[src/rtl/addsub_arbiter.sv]
// addsub_arbiter: round-robin sharing of one adder_sub (alu_*) among NUM_REQ requesters (req_*), results returned tagged on resp_*
module addsub_arbiter #(
  parameter int NUM_REQ = 4,
  parameter int WIDTH = 8,
  parameter int TIMEOUT = 4
) (
  input  logic                         clk,
  input  logic                         rst,
  input  logic [NUM_REQ-1:0]           req_valid,
  output logic [NUM_REQ-1:0]           req_ready,
  input  logic [NUM_REQ*WIDTH-1:0]     req_a,
  input  logic [NUM_REQ*WIDTH-1:0]     req_b,
  input  logic [NUM_REQ-1:0]           req_op,
  input  logic [NUM_REQ-1:0]           req_cin,
  output logic [WIDTH-1:0]             alu_a,
  output logic [WIDTH-1:0]             alu_b,
  output logic                         alu_add_en,
  output logic                         alu_sub_en,
  output logic                         alu_carry_in,
  input  logic [WIDTH-1:0]             alu_data_out,
  input  logic                         alu_carry_out,
  input  logic                         alu_out_en,
  output logic                         resp_valid,
  input  logic                         resp_ready,
  output logic [$clog2(NUM_REQ)-1:0]   resp_id,
  output logic [WIDTH-1:0]             resp_data,
  output logic                         resp_carry,
  output logic                         resp_err
);
  localparam int IW = $clog2(NUM_REQ);
  localparam logic [IW:0] NR = (IW+1)'(NUM_REQ);
  localparam logic [3:0] TM1 = 4'(TIMEOUT - 1);
  localparam logic [IW-1:0] LAST = IW'(NUM_REQ - 1);
  typedef enum logic [1:0] {IDLE, ISSUE, RESP} state_t;
  state_t state, state_n;
  logic [IW-1:0] rr_ptr, id_r, off, gnt_id;
  logic [IW:0] sum;
  logic [NUM_REQ-1:0] rot;
  logic [WIDTH-1:0] a_r, b_r, data_r;
  logic op_r, cin_r, carry_r, err_r, gnt_any, acc, fire, done;
  logic [3:0] cnt;
  assign rot = NUM_REQ'({req_valid, req_valid} >> rr_ptr);
  always_comb begin
    gnt_any = 1'b0;
    off = '0;
    for (int i = NUM_REQ - 1; i >= 0; i--)
      if (rot[IW'(i)]) begin
        gnt_any = 1'b1;
        off = IW'(i);
      end
  end
  assign sum = {1'b0, rr_ptr} + {1'b0, off};
  assign gnt_id = sum >= NR ? IW'(sum - NR) : IW'(sum);
  assign acc = state == IDLE && gnt_any;
  assign fire = state == ISSUE && (alu_out_en || cnt == TM1);
  assign done = state == RESP && resp_ready;
  always_ff @(posedge clk) state <= rst ? IDLE : state_n;
  always_comb state_n = acc ? ISSUE : fire ? RESP : done ? IDLE : state;
  always_ff @(posedge clk)
    if (rst) begin
      rr_ptr <= '0;
      id_r <= '0;
      a_r <= '0;
      b_r <= '0;
      op_r <= 1'b0;
      cin_r <= 1'b0;
      cnt <= '0;
      data_r <= '0;
      carry_r <= 1'b0;
      err_r <= 1'b0;
    end else begin
      if (acc) begin
        a_r <= req_a[gnt_id*WIDTH +: WIDTH];
        b_r <= req_b[gnt_id*WIDTH +: WIDTH];
        op_r <= req_op[gnt_id];
        cin_r <= req_cin[gnt_id];
        id_r <= gnt_id;
        cnt <= '0;
      end
      if (state == ISSUE) cnt <= cnt + 1'b1;
      if (fire) begin
        data_r <= alu_out_en ? alu_data_out : '0;
        carry_r <= alu_out_en & alu_carry_out;
        err_r <= ~alu_out_en;
      end
      if (done) rr_ptr <= id_r == LAST ? '0 : id_r + 1'b1;
    end
  assign req_ready = acc && !rst ? NUM_REQ'(1) << gnt_id : '0;
  assign alu_add_en = state == ISSUE && !op_r && !rst;
  assign alu_sub_en = state == ISSUE && op_r && !rst;
  assign alu_a = a_r;
  assign alu_b = b_r;
  assign alu_carry_in = cin_r;
  assign resp_valid = state == RESP && !rst;
  assign resp_id = id_r;
  assign resp_data = data_r;
  assign resp_carry = carry_r;
  assign resp_err = err_r;
endmodule

[config.mk]
export PLATFORM = sky130hd
export DESIGN_NAME = addsub_arbiter
export DESIGN_NICKNAME = d
export VERILOG_FILES = /design/src/rtl/addsub_arbiter.sv
export SDC_FILE = /design/constraint.sdc
export NUM_CORES = 1
export LEC_CHECK = 0
export CAP_MARGIN = 10
export CORE_MARGIN = 4
export CORE_UTILIZATION = 32
export CTS_CLUSTER_DIAMETER = 120
export DETAILED_ROUTE_END_ITERATION = 7
export GPL_TIMING_DRIVEN = 0
export PLACE_DENSITY = 0.82
export SLEW_MARGIN = 20
export SYNTH_ARGS = -nofsm -noshare
export SYNTH_HDL_FRONTEND = slang
export SYNTH_SLANG_ARGS = --single-unit
[constraint.sdc]
create_clock -name clk -period 2.26 [get_ports clk]
set_input_delay 0.339 -clock clk [delete_from_list [all_inputs] [get_ports clk]]
set_output_delay 0.339 -clock clk [all_outputs]
set_load 0.02 [all_outputs]
# Word level (Yosys, flattened, before mapping)
# Cells that the tools add are included.
dict set report op_classes {
  n_bitwise 2
  shift 4
  n_addsub 4
  n_lt_le_gt_ge 2
  eq_ne 4
  muxes 17
  reduce_logical 17
}
# operator count
set op_table {}
lappend op_table {{$shiftx A32 B6 Y8} 2}
lappend op_table {{$mux W2} 6}
lappend op_table {{$mux W4} 3}
lappend op_table {{$logic_and A1 B1 Y1} 9}
lappend op_table {{$mux W8} 1}
lappend op_table {{$shr A8 B2 Y2} 1}
lappend op_table {{$mux W1} 5}
lappend op_table {{$add A4 B1 Y4 const B} 1}
lappend op_table {{$bmux W1 S2} 2}
lappend op_table {{$eq A2 B2 Y1 const B} 2}
lappend op_table {{$eq A4 B2 Y1 const B} 1}
lappend op_table {{$reduce_bool A2 Y1} 2}
lappend op_table {{$shl A1 B2 Y4 const A} 1}
lappend op_table {{$add A2 B2 Y3} 1}
lappend op_table {{$ge A3 B3 Y1 const B} 1}
lappend op_table {{$lt A2 B3 Y1 const B} 1}
lappend op_table {{$reduce_bool A3 Y1} 1}
lappend op_table {{$add A2 B1 Y2 const B} 1}
lappend op_table {{$eq A2 B1 Y1 const B} 1}
lappend op_table {{$logic_not A1 Y1} 2}
lappend op_table {{$logic_not A2 Y1} 1}
lappend op_table {{$reduce_or A2 Y1} 1}
lappend op_table {{$sub A2 B1 Y2 const B} 1}
lappend op_table {{$and A1 B1 Y1} 1}
lappend op_table {{other kinds (2)} 2}
dict set report totals {
  register_bits 38
  wordCells 62
}

# Depth between registers and ports, before layout
dict set report logic_depth {
  word_depth 8
  mapped_depth 7
  ltp_nobuf 6
}

# Worst setup path after synthesis
# OpenSTA, ideal clock, no wires.
dict set report synth_path {
  kind {reg-to-output}
  startpoint {reg rr_ptr[0]}
  endpoint {out req_ready[0]}
  required_ps 1921
  n_path_buf 2
  stages_incl_launch_ff 7
  path_slack_ps -53
  arrival_ps 1974
  path_cell_list {dfxtp_1 -> mux4_1 -> inv_1 -> ha_1 -> buf_6 -> buf_6 -> nor3b_1}
}
dict set report synth_via {
  elab_chain_len 7
  elab_cells_between_ends 11
  classes_between {add/sub (2); order compare (1); shift (2); mux (4); reduce/logical (2)}
}
# element line
set synth_rtl {}
lappend synth_rtl {{start, declared} 36} ;# logic [IW-1:0] rr_ptr, id_r, off, gnt_id;
lappend synth_rtl {{start signal, assigned} 86} ;# if (done) rr_ptr <= id_r == LAST ? '0 : id_r + 1'b1;
lappend synth_rtl {{$shr A8 B2 Y2} 42} ;# assign rot = NUM_REQ'({req_valid, req_valid} >> rr_ptr);
lappend synth_rtl {{$mux W2} 47} ;# if (rot[IW'(i)]) begin
lappend synth_rtl {{$add A2 B2 Y3 (*)} 52} ;# assign sum = {1'b0, rr_ptr} + {1'b0, off};
lappend synth_rtl {{$ge A3 B3 Y1 / $sub A2 B1 Y2 (equally long branches)} 53} ;# assign gnt_id = sum >= NR ? IW'(sum - NR) : IW'(sum);
lappend synth_rtl {{$mux W2 (*)} 53}
lappend synth_rtl {{via gnt_id[0]} 36}
lappend synth_rtl {{$shl A1 B2 Y4 (*)} 88} ;# assign req_ready = acc && !rst ? NUM_REQ'(1) << gnt_id : '0;
lappend synth_rtl {{$mux W4 (*)} 88}
lappend synth_rtl {{end, declared} 10} ;# output logic [NUM_REQ-1:0] req_ready,
# Mark *: on every way through the listed nets, which the timed path passes. The rest lies on a longest branch.

# Worst setup path after layout
dict set report layout_path {
  startpoint {reg rr_ptr[0]}
  endpoint {out req_ready[2]}
}
dict set report layout_via {
  elab_chain_len 7
  elab_cells_between_ends 11
  classes_between {add/sub (2); order compare (1); shift (2); mux (4); reduce/logical (2)}
}
# element line
set layout_rtl {}
lappend layout_rtl {{$shr A8 B2 Y2} 42}
lappend layout_rtl {{$mux W2} 47}
lappend layout_rtl {{$add A2 B2 Y3} 52}
lappend layout_rtl {{$ge A3 B3 Y1 / $sub A2 B1 Y2 (equally long branches)} 53}
lappend layout_rtl {{$mux W2} 53}
lappend layout_rtl {{$shl A1 B2 Y4} 88}
lappend layout_rtl {{$mux W4 (*)} 88}
# Every way passes the cells marked *; elsewhere a longest branch is shown, timed or not.

==> results by group <==
Timing
  – Worst relative slew slack: 72.1%
  – Slew @ Worst Pin: 0.418 ns
  – Clock Skew: 0.00711 ns
  – Max-slew violation count: 0
  – Hold_ws: 0.478 ns
  – Final setup vio count: 3
  – Part of the cycle the worst path needs: 103%
  – Final Hold Fails: 0
  – Unrepaired setup endpoints after global routing: yes
  – Tmin final: 2.33 ns
  – Final setup margin: -0.0687 ns
  – Setup tns final: -0.194 ns
  – Fmax: 429 MHz

Status
  – Failing checks: setup timing
  – Status: complete, but fails checks

Logic synthesis
  – EDFF count, synth: 0
  – Simple-Gate Fraction of Synth Area: 8.41%
  – Mapped Cells: 144
  – Synth top cells by count: 38 x dfxtp_1, 20 x a22o_1, 15 x mux4_2
  – Post-Synth Adder-Cell Area: 2.00%
  – Xor/xnor share of the synthesized area: 1.80%
  – Commonest register cell after synthesis: dfxtp_1
  – Top cell type's share of synthesized area: 40.6%
  – Synthesis-stage register bit count: 38
  – Largest area contributor in the netlist: dfxtp_1
  – Post-synthesis mux area share: 24.7%
  – Post-synthesis cell type count: 35
  – Most instantiated library cell after synthesis: dfxtp_1
  – YS warnings: 0
  – Synthesized area per cell: 13.0 sq um
  – Register area share after synthesis: 40.6%
  – Compound-Gate Fraction of Synth Area: 16.7%
  – Synth Net Count: 236
  – Largest cells by area after synthesis: dfxtp_1 41%, mux4_2 18%, a22o_1 9.3%
  – Largest family of logic cells by synthesized area: multiplexers
  – Mapped Area: 0.00188 sq mm
  – Async SR Flop Fraction: 0%

Die
  – # IOs: 125
  – Die height: 84.6 um
  – Core Rows: 27
  – Die Footprint: 0.00715 sq mm
  – Die X: 84.6 um
  – Core box area: 0.00561 sq mm
  – Initial core utilization: 33.4%

Detailed routing
  – Via density: 5.07
  – DR DRC count: 0
  – 1st-pass router iterations: 4
  – Post-Route WL: 5.97 mm
  – 1st-iter DRT viols: 34
  – DRT antenna net count: 0
  – Vias: 1815
  – Drt wl/cell: 16.7 um

Global route
  – Initial antenna violation count: 0
  – First-pass GRT wire length: 9.55 mm
  – Vias in the first global route: 2039
  – M3 GR Usage: 5.20%
  – GRT overflow: 0
  – Largest net degree at the start of global routing: 13
  – GRT busiest layer: met2
  – Met2 Track Usage GR: 29.9%
  – M1 GR Usage: 18.9%
  – GRT Total Usage: 16.6%

Final layout
  – Multi-input gate area: 0.00103 sq mm
  – NumNets Final: 377
  – Antenna Cells: 0
  – Fraction of layout cells with a size suffix above 1: 21.0%
  – Layout fillers: 462
  – Area growth, synth to finish: 86.0%
  – Non-Filler Instances: 358
  – Sequential cell area: 764 sq um

Clocking
  – Htree depth: 2
  – Clk buf depth: 2
  – Root Driver: clkbuf_8
  – Worst-path clk slew: 0.08 ns
  – Later-pin clock latency in the skew report: 0.28 ns
  – Cts bufs inserted: 5
  – CTS Hold Buffers Added: 0
  – CTS tree: done
  – Clock Sinks: 38

Critical path
  – Required @ worst endpoint: 1.92 ns
  – Crit-path most repeated cell: buf_6
  – Buf/Inv on CP: 3
  – Critical path arrival: 1.99 ns
  – Crit path max fanout: 6
  – Crit path cell chain: mux4_2 -> inv_2 -> ha_4 -> xor2_2 -> buf_6 -> and3b_1 -> buf_6
  – Max stage delay on crit path: 0.50 ns
  – CP Launch Type: flop
  – CP max stage cell: mux4_2
  – CP delay by family, top: multiplexers
  – CP Capture Type: output pin
  – Critical path class: reg2out

Power and ir drop
  – Max IR drop VDD: 353 uV
  – Pwr Density: 588 mW/mm^2
  – Pint: 1.56 mW
  – Sw frac: 23.7%
  – Clock share of power: 34.4%
  – Logic pwr share: 28.7%
  – Sequential power share: 36.8%
  – Leak Pwr: 1.38 nW
  – Switching pwr: 0.487 mW

Hold path
  – Worst min-delay path category: reg2reg

Placement
  – DPL Wire Length: 4.67 mm
  – Dpl cells: 340
  – Routability-driven placement congestion ratio: 0.769
  – PortBufs: 124

Flow run
  – Max-cap violations: 0
==> through the flow <==
stage / utilization [%] / setup slack, ns / power, mW / area, sq um
finish: 62.2 / -0.0687 / 2.05 / 3490
global route: 62.2 / -0.152 / 2.14 / 3490
CTS: 62.1 / -0.0964 / 2.08 / 3480
detailed placement: 57.3 / -0.859 / 1.33 / 3210
global placement: 57.3 / -0.843 / 1.31 / 3210
floorplan: - / 0.124 / 1.03 / 1880
==> layout by cell type, fill, tap and decap left out, types with 2 or more instances in the layout <==
master,synthesis,final
nor3_1,2,2
mux4_1,4,2
buf_4,0,10
buf_12,0,2
and3_1,3,2
a22o_1,20,20
dfxtp_1,38,37
inv_1,3,2
nor2_1,7,6
nand2_1,2,2
bufinv_16,0,2
a32o_1,9,9
mux2i_1,2,2
a21oi_1,3,3
buf_6,4,5
clkdlybuf4s50_1,0,114
ha_1,3,2
buf_2,6,7
clkbuf_8,0,6
o21ai_0,2,2
dlygate4sd2_1,0,5
mux4_2,15,17
==> flip-flops by register name, indices dropped and copies added, names as in the netlist <==
signal and cells:
state 2, alu_b 8, op_r 1, cnt 4, rr_ptr 2, resp_carry 1
alu_carry_in 1, resp_data 8, resp_id 2, resp_err 1, alu_a 8
==> routing by layer <==
metal,wire length (um),up-vias
met4,45,0
met2,3150,68
met1,2420,883
li1,-,859
met3,352,5
met5,0,-
==> repair_timing <==
action,CTS,global route
gates cloned,1,0
setup buffers,9,2
gates resized for setup,40,7
pin swaps,3,2
setup endpoints to repair,21,20
==> cells by family (layout without fill, tap and decap cells) <==
| group | Yosys count | after routing |
|---|---|---|
| multiplexers | 21 | 21 |
| AO/OA/AOI/OAI | 37 | 37 |
| adder cells (fa/ha/maj) | 3 | 3 |
| XOR/XNOR | 3 | 3 |
| AND/OR/NAND/NOR | 26 | 26 |
| buffers and inverters | 16 | 158 |
| flip-flops | 38 | 38 |
==> power by group through the flow <==
stage | clock [mW] | sequential, mW | combinational [mW]
after CTS | 0.724 | 0.754 | 0.603
after global routing | 0.747 | 0.762 | 0.629
after floorplan | 0 | 0.820 | 0.212
after global placement | 0 | 0.768 | 0.546
final | 0.706 | 0.756 | 0.590
after detailed placement | 0 | 0.770 | 0.557
==> final timing paths <==
check                           depth (start not counted)                   start               endpoint  slack, ns
worst min-delay path                                    1   alu_a[3]$_SDFFE_PP0P_  alu_a[3]$_SDFFE_PP0P_       0.48
worst min register to register                          1   alu_a[3]$_SDFFE_PP0P_  alu_a[3]$_SDFFE_PP0P_       0.48
worst max register to register                          9  rr_ptr[0]$_SDFFE_PP0P_  alu_a[4]$_SDFFE_PP0P_       0.03
worst max-delay path                                    7  rr_ptr[0]$_SDFFE_PP0P_           req_ready[2]      -0.07
==> layout make-up <==
cell class / instances / share of cell area, %
Timing Repair Buffer: 136 / 39.1
Multi-Input combinational cell: 90 / 29.5
Clock buffer: 6 / 2.37
Clock inverter: 2 / 1.72
Tap cell: 72 / 2.58
Sequential cell: 38 / 21.9
Inverter: 3 / 0.323
Buffer: 11 / 2.44
(Power assumes the default switching activity.)
